## src/rtl/uart_echo_buffer.sv

```systemverilog
// uart_echo_buffer: FIFO-backed UART echo engine.
//
// Each byte from the receiver is acknowledged and pushed into a DEPTH-entry FIFO.
// If the FIFO is full, the byte is dropped instead and counted. Queued bytes are
// XORed with XOR_MASK and re-sent one at a time under a tx_start/tx_busy handshake.
//
// Build option: define UART_ECHO_CRLF_EN to append a LF after every echoed CR (0x0D).
//
// Ports:
//   clk, rst        clock; asynchronous active-low reset
//   en              allows new transmissions to launch (intake always runs)
//   rx_readable     receiver holds a byte; rx_data is that byte
//   rx_used_tick    one-cycle acknowledge back to the receiver
//   tx_start        one-cycle launch pulse; tx_data is the byte to send
//   tx_busy         transmitter busy
//   fifo_level      FIFO occupancy, 0..DEPTH
//   overflow        sticky drop flag
//   drop_count      saturating count of dropped bytes
//   clr_ovf         synchronous clear of overflow and drop_count
module uart_echo_buffer #(
    parameter int unsigned       DATA_W   = 8,
    parameter int unsigned       DEPTH    = 16,
    parameter logic [DATA_W-1:0] XOR_MASK = '0
) (
    input  logic                       clk,
    input  logic                       rst,
    input  logic                       en,
    input  logic                       rx_readable,
    input  logic [DATA_W-1:0]          rx_data,
    output logic                       rx_used_tick,
    output logic                       tx_start,
    output logic [DATA_W-1:0]          tx_data,
    input  logic                       tx_busy,
    output logic [$clog2(DEPTH):0]     fifo_level,
    output logic                       overflow,
    output logic [7:0]                 drop_count,
    input  logic                       clr_ovf
);

    localparam int unsigned AW = $clog2(DEPTH);
    localparam int unsigned LW = AW + 1;

    typedef enum logic [1:0] {IIdle, IAck, IWait} i_state_e;
    typedef enum logic [2:0] {
        TIdle, TStart, TAckw, TBusy
`ifdef UART_ECHO_CRLF_EN
        , TLf
`endif
    } t_state_e;

    i_state_e          i_state;
    t_state_e          t_state;
    logic [AW-1:0]     wr_ptr;
    logic [AW-1:0]     rd_ptr;
    logic [DATA_W-1:0] mem [DEPTH];
    logic [DATA_W-1:0] head;
    logic              full;
    logic              push;
    logic              drop;
    logic              pop;

`ifdef UART_ECHO_CRLF_EN
    localparam logic [DATA_W-1:0] CrChar = DATA_W'(8'h0D);
    localparam logic [DATA_W-1:0] LfChar = DATA_W'(8'h0A);
    logic lf_pending;
`endif

    // Full/empty decisions use the pre-edge level, so a push while full is dropped
    // even when a pop happens on the same edge.
    assign full = (fifo_level == LW'(DEPTH));
    assign push = (i_state == IIdle) && rx_readable && !full;
    assign drop = (i_state == IIdle) && rx_readable && full;
    assign pop  = (t_state == TIdle) && en && (fifo_level != '0) && !tx_busy;
    assign head = mem[rd_ptr];

    // Intake FSM: capture once per rx_readable assertion, then wait for it to clear.
    always_ff @(posedge clk or negedge rst) begin
        if (!rst) begin
            i_state      <= IIdle;
            rx_used_tick <= 1'b0;
        end else begin
            unique case (i_state)
                IIdle: begin
                    if (rx_readable) begin
                        i_state      <= IAck;
                        rx_used_tick <= 1'b1;
                    end
                end
                IAck: begin
                    rx_used_tick <= 1'b0;
                    i_state      <= IWait;
                end
                IWait: begin
                    if (!rx_readable) begin
                        i_state <= IIdle;
                    end
                end
                default: begin
                    i_state      <= IIdle;
                    rx_used_tick <= 1'b0;
                end
            endcase
        end
    end

    // Storage carries no reset; pointers and level define what is valid.
    always_ff @(posedge clk) begin
        if (push) begin
            mem[wr_ptr] <= rx_data;
        end
    end

    always_ff @(posedge clk or negedge rst) begin
        if (!rst) begin
            wr_ptr     <= '0;
            rd_ptr     <= '0;
            fifo_level <= '0;
        end else begin
            if (push) wr_ptr <= wr_ptr + AW'(1);
            if (pop)  rd_ptr <= rd_ptr + AW'(1);
            fifo_level <= fifo_level + LW'(push) - LW'(pop);
        end
    end

    // A drop on the same edge as clr_ovf wins and restarts the count at 1.
    always_ff @(posedge clk or negedge rst) begin
        if (!rst) begin
            overflow   <= 1'b0;
            drop_count <= 8'd0;
        end else if (drop) begin
            overflow <= 1'b1;
            if (clr_ovf) begin
                drop_count <= 8'd1;
            end else if (drop_count != 8'hFF) begin
                drop_count <= drop_count + 8'd1;
            end
        end else if (clr_ovf) begin
            overflow   <= 1'b0;
            drop_count <= 8'd0;
        end
    end

    // Transmit FSM.
    always_ff @(posedge clk or negedge rst) begin
        if (!rst) begin
            t_state    <= TIdle;
            tx_start   <= 1'b0;
            tx_data    <= '0;
`ifdef UART_ECHO_CRLF_EN
            lf_pending <= 1'b0;
`endif
        end else begin
            unique case (t_state)
                TIdle: begin
                    if (pop) begin
                        tx_data    <= head ^ XOR_MASK;
                        tx_start   <= 1'b1;
                        t_state    <= TStart;
`ifdef UART_ECHO_CRLF_EN
                        lf_pending <= (head == CrChar);
`endif
                    end
                end
                TStart: begin
                    tx_start <= 1'b0;
                    t_state  <= TAckw;
                end
                TAckw: begin
                    if (tx_busy) begin
                        t_state <= TBusy;
                    end
                end
                TBusy: begin
                    if (!tx_busy) begin
`ifdef UART_ECHO_CRLF_EN
                        t_state <= lf_pending ? TLf : TIdle;
`else
                        t_state <= TIdle;
`endif
                    end
                end
`ifdef UART_ECHO_CRLF_EN
                // The LF belongs to the CR just sent, so en does not gate it.
                TLf: begin
                    tx_data    <= LfChar ^ XOR_MASK;
                    tx_start   <= 1'b1;
                    lf_pending <= 1'b0;
                    t_state    <= TStart;
                end
`endif
                default: begin
                    t_state  <= TIdle;
                    tx_start <= 1'b0;
                end
            endcase
        end
    end

endmodule

```

## config.mk

```make
export PLATFORM = sky130hd
export DESIGN_NAME = uart_echo_buffer
export DESIGN_NICKNAME = d
export VERILOG_FILES = /design/src/rtl/uart_echo_buffer.sv
export SDC_FILE = /design/constraint.sdc
export NUM_CORES = 1
export LEC_CHECK = 0
export ABC_CLOCK_PERIOD_IN_PS = 3350
export CAP_MARGIN = 20
export CORE_ASPECT_RATIO = 2
export CORE_MARGIN = 2
export CORE_UTILIZATION = 50
export DETAILED_ROUTE_END_ITERATION = 8
export GPL_TIMING_DRIVEN = 0
export PLACE_DENSITY = 0.69
export SLEW_MARGIN = 20
export SYNTH_ARGS = -nofsm -noshare
export SYNTH_HDL_FRONTEND = slang
export SYNTH_SLANG_ARGS = --single-unit
```

## constraint.sdc

```tcl
create_clock -name clk -period 3.35 [get_ports clk]
set_input_delay 0.5025 -clock clk [delete_from_list [all_inputs] [get_ports clk]]
set_output_delay 0.5025 -clock clk [all_outputs]
set_load 0.1 [all_outputs]
```

==> summary.md <==
| Metric | Value |
|---|---|
| CP Data Arrival Time | 3.41 ns |
| Total track usage | 0.181 |
| Antenna viol nets, final | 0 |
| M3 GR Usage | 0.0314 |
| Synth Area in XOR/XNOR | 0.0143 |
| Slew HR | 0.349 |
| Top delay family on crit path | adder cells |
| Ordered list of cells on the worst path | inv_1, ha_1, nor4b_2, nor4b_4, clkbuf_2, ha_1, inv_1, ha_1, inv_1, fa_1, inv_1, a21oi_1, o21bai_1, xnor2_1 |
| Initial DRC count | 299 |
| Clock sink count | 164 |
| Worst path buffer plus inverter count | 5 |
| TNS Setup | 0 ns |
| EDFF count, synth | 128 |
| Setup Crit Path Kind | reg -> reg |
| Ys async rst share | 0.220 |
| DRC Markers | 0 |
| R2R Setup Slk | 0.28 ns |
| Main combinational cell family by area after synthesis | multiplexers |
| Vias in the first global route | 3,560 |
| Hold buffers post-CTS | 0 |
| R2R depth | 14 |
| Routing usage on met1 | 0.238 |
| RSZ-0062 raised after global routing | no |
| Mux share of post-synthesis cell area | 0.127 |
| PD cells | 879 mW/mm^2 |
| Slowest-stage cell, CP | fa_1 |
| GRT busiest layer | met2 |
| Post-synthesis sequential area ratio | 0.705 |
| Crit-path max FO | 10 |
| Clock share of power | 0.267 |
| Max Cap Viol | 0 |
| Most frequent cells in the layout | 128 x edfxtp_1, 35 x clkdlybuf4s50_1, 34 x dfrtp_1 |
| DP Cell Count | 577 |
| Simple-gate share of the synthesized area | 0.0550 |
| Final net count | 471 |
| Final non-filler cell total | 609 |
| Grt ovf | 0 |
| Die Area | 0.0145 sq mm |
| Main synth FF type | edfxtp_1 |
| Clk slew on worst S/H paths | 0.07 ns |
| Global-route wire length before repair | 19,300 um |
| Initial core utilization | 0.507 |
| Cell at the root of the clock tree | clkbuf_16 |
| CP Launch Type | flip-flop |
| Slew @ Worst Pin | 0.974 ns |
| Rows | 60 |
| Syn Std Cell Area | 0.00673 sq mm |
| Sw frac | 0.367 |
| Cell with the most instances on the worst path | inv_1 |
| Largest net degree at the start of global routing | 23 |
| Initial DRT Pass Iterations | 5 |
| WL final | 12,500 um |
| Synth Register Bits | 164 |
| Syn Inst Count | 384 |
| Tcrit/Tclk final | 0.916 |
| Die span in y | 168 um |
| CP max stage delay | 0.41 ns |
| Worst r2r src | fifo_level[2] |
| Core footprint | 0.0133 sq mm |
| Final min period | 3.07 ns |
| Post-Syn Area per Cell | 17.5 sq um |
| Mapped Nets | 414 |
| IO Pins | 38 |
| Setup crit end kind | flip-flop |
| Post-DP HPWL | 8280 um |
| Switching power | 2.55 mW |
| Leak pwr | 2.73 nW |
| Synth-to-layout area growth | 17.5% |
| Die W | 86.0 um |
| Most common cell after layout, fill and taps aside | edfxtp_1 |
| Comb power frac | 0.355 |
| N_diodes | 0 |
| I/O Buffers | 36 |
| Crit path required time | 3.69 ns |
| Reg power frac | 0.378 |
| Placer congestion estimate | 0.786 |
| Status | finished, final reports clean |
| Final Setup Violations | 0 |
| R2R Path End | fifo_level[4] |
| Clock Skew | 0.00762 ns |
| Final Hold Fails | 0 |
| Synth Area in Compound Gates | 0.0435 |
| TritonCTS clock tree | yes |
| Share of cells above drive strength 1 | 0.194 |
| Via count | 3,524 |
| Pint | 4.40 mW |
| TritonCTS Buffers | 17 |
| Met2 usage | 0.302 |
| Adder-Cell Fraction of Synth Area | 0.0309 |
| CTS H-tree lvls | 4 |
| Antenna violations before repair | 0 |
| Max VDD drop | 0.502 mV |
| Clock latency at the later pin of the worst-skew pair | 0.41 ns |
| Yosys cell types | 49 |
| Total of warnings raised by yosys | 0 |
| Max-slew violation count | 0 |
| HP Class | in -> async |
| Routed WL per cell | 20.5 um |
| DR vias/cell | 5.79 |
| Peak Freq | 326 MHz |
| Max Root-Sink Buffers | 2 |
-- final cells by class --
cell class	instances	area [sq um]
inverter	18	80.1
buffer	18	87.6
clock inverter	15	146
sequential	164	4750
timing repair buffer	38	383
clock buffer	17	425
fill	1000	5380
multi-input combinational	184	1850
tap	155	194
-- registers in the layout, indices dropped and copies added, names as in the netlist, 2 cells and up --
| register | flops |
|---|---|
| mem | 128 |
| drop_count | 8 |
| tx_data | 8 |
| fifo_level | 5 |
| rd_ptr | 4 |
| wr_ptr | 4 |
| i_state | 2 |
| t_state | 2 |
-- power by group through the flow --
stage	clock, mW	combinational (mW)	sequential [mW]
after floorplan	0	1.25	3.28
after global placement	0	2.44	2.66
after detailed placement	0	2.48	2.67
after CTS	1.88	2.49	2.63
after global routing	1.96	2.64	2.66
final	1.86	2.47	2.63
-- cell usage after synthesis (6+ instances only) --
cell	n	area [sq um]
xnor2_1	8	70.1
a221oi_1	8	70.1
edfxtp_1	128	3840
dfrtp_1	36	901
o21ai_0	6	30.0
o22ai_1	9	56.3
mux4_2	32	721
mux2i_1	11	110
ha_1	15	188
nor2_1	27	101
inv_1	17	63.8
buf_1	7	26.3
nand2_1	14	52.6
-- cell families after synthesis --
family          after synthesis
xor+xnor                     11
mux                          45
compound gates               40
flops                       164
simple gates                 72
fa+ha+maj                    16
buf+inv                      36
-- per-layer routing --
metal	vias up	part of all wire
met5	-	0
met4	0	0.024
met3	22	0.039
met2	105	0.53
met1	1782	0.41
li1	1615	-
-- metrics by stage --
step / total power [mW] / setup WS [ns] / cell area, sq um / hold WS [ns] / utilization
global placement: 5.10 / -0.346 / 7290 / 0.457 / 0.548
finish: 6.95 / 0.280 / 7910 / 0.00201 / 0.595
detailed placement: 5.15 / -0.353 / 7330 / 0.439 / 0.552
global route: 7.26 / 0.109 / 7910 / 0.0161 / 0.595
floorplan: 4.52 / 0.0857 / 6730 / 0.207 / -
CTS: 7.00 / 0.101 / 7900 / 0.00212 / 0.595
-- how the worst max path moves through the flow --
| stage | endpoint | slack, ns | from | cells past startpoint |
|---|---|---|---|---|
| after floorplan | fifo_level[4] | 0.09 | fifo_level[2] | 14 |
| after global placement | mem[3][5] | -0.35 | rx_readable | 6 |
| after detailed placement | fifo_level[4] | -0.35 | en | 13 |
| after CTS | fifo_level[4] | 0.10 | fifo_level[2] | 14 |
| after global routing | fifo_level[4] | 0.11 | fifo_level[2] | 14 |
| final | fifo_level[4] | 0.28 | fifo_level[2] | 14 |
-- timing repair --
item,in CTS,in global routing
resized for setup,1,1
setup buffers,0,0
setup endpoints to repair,1,1
(Power assumes the default switching activity.)
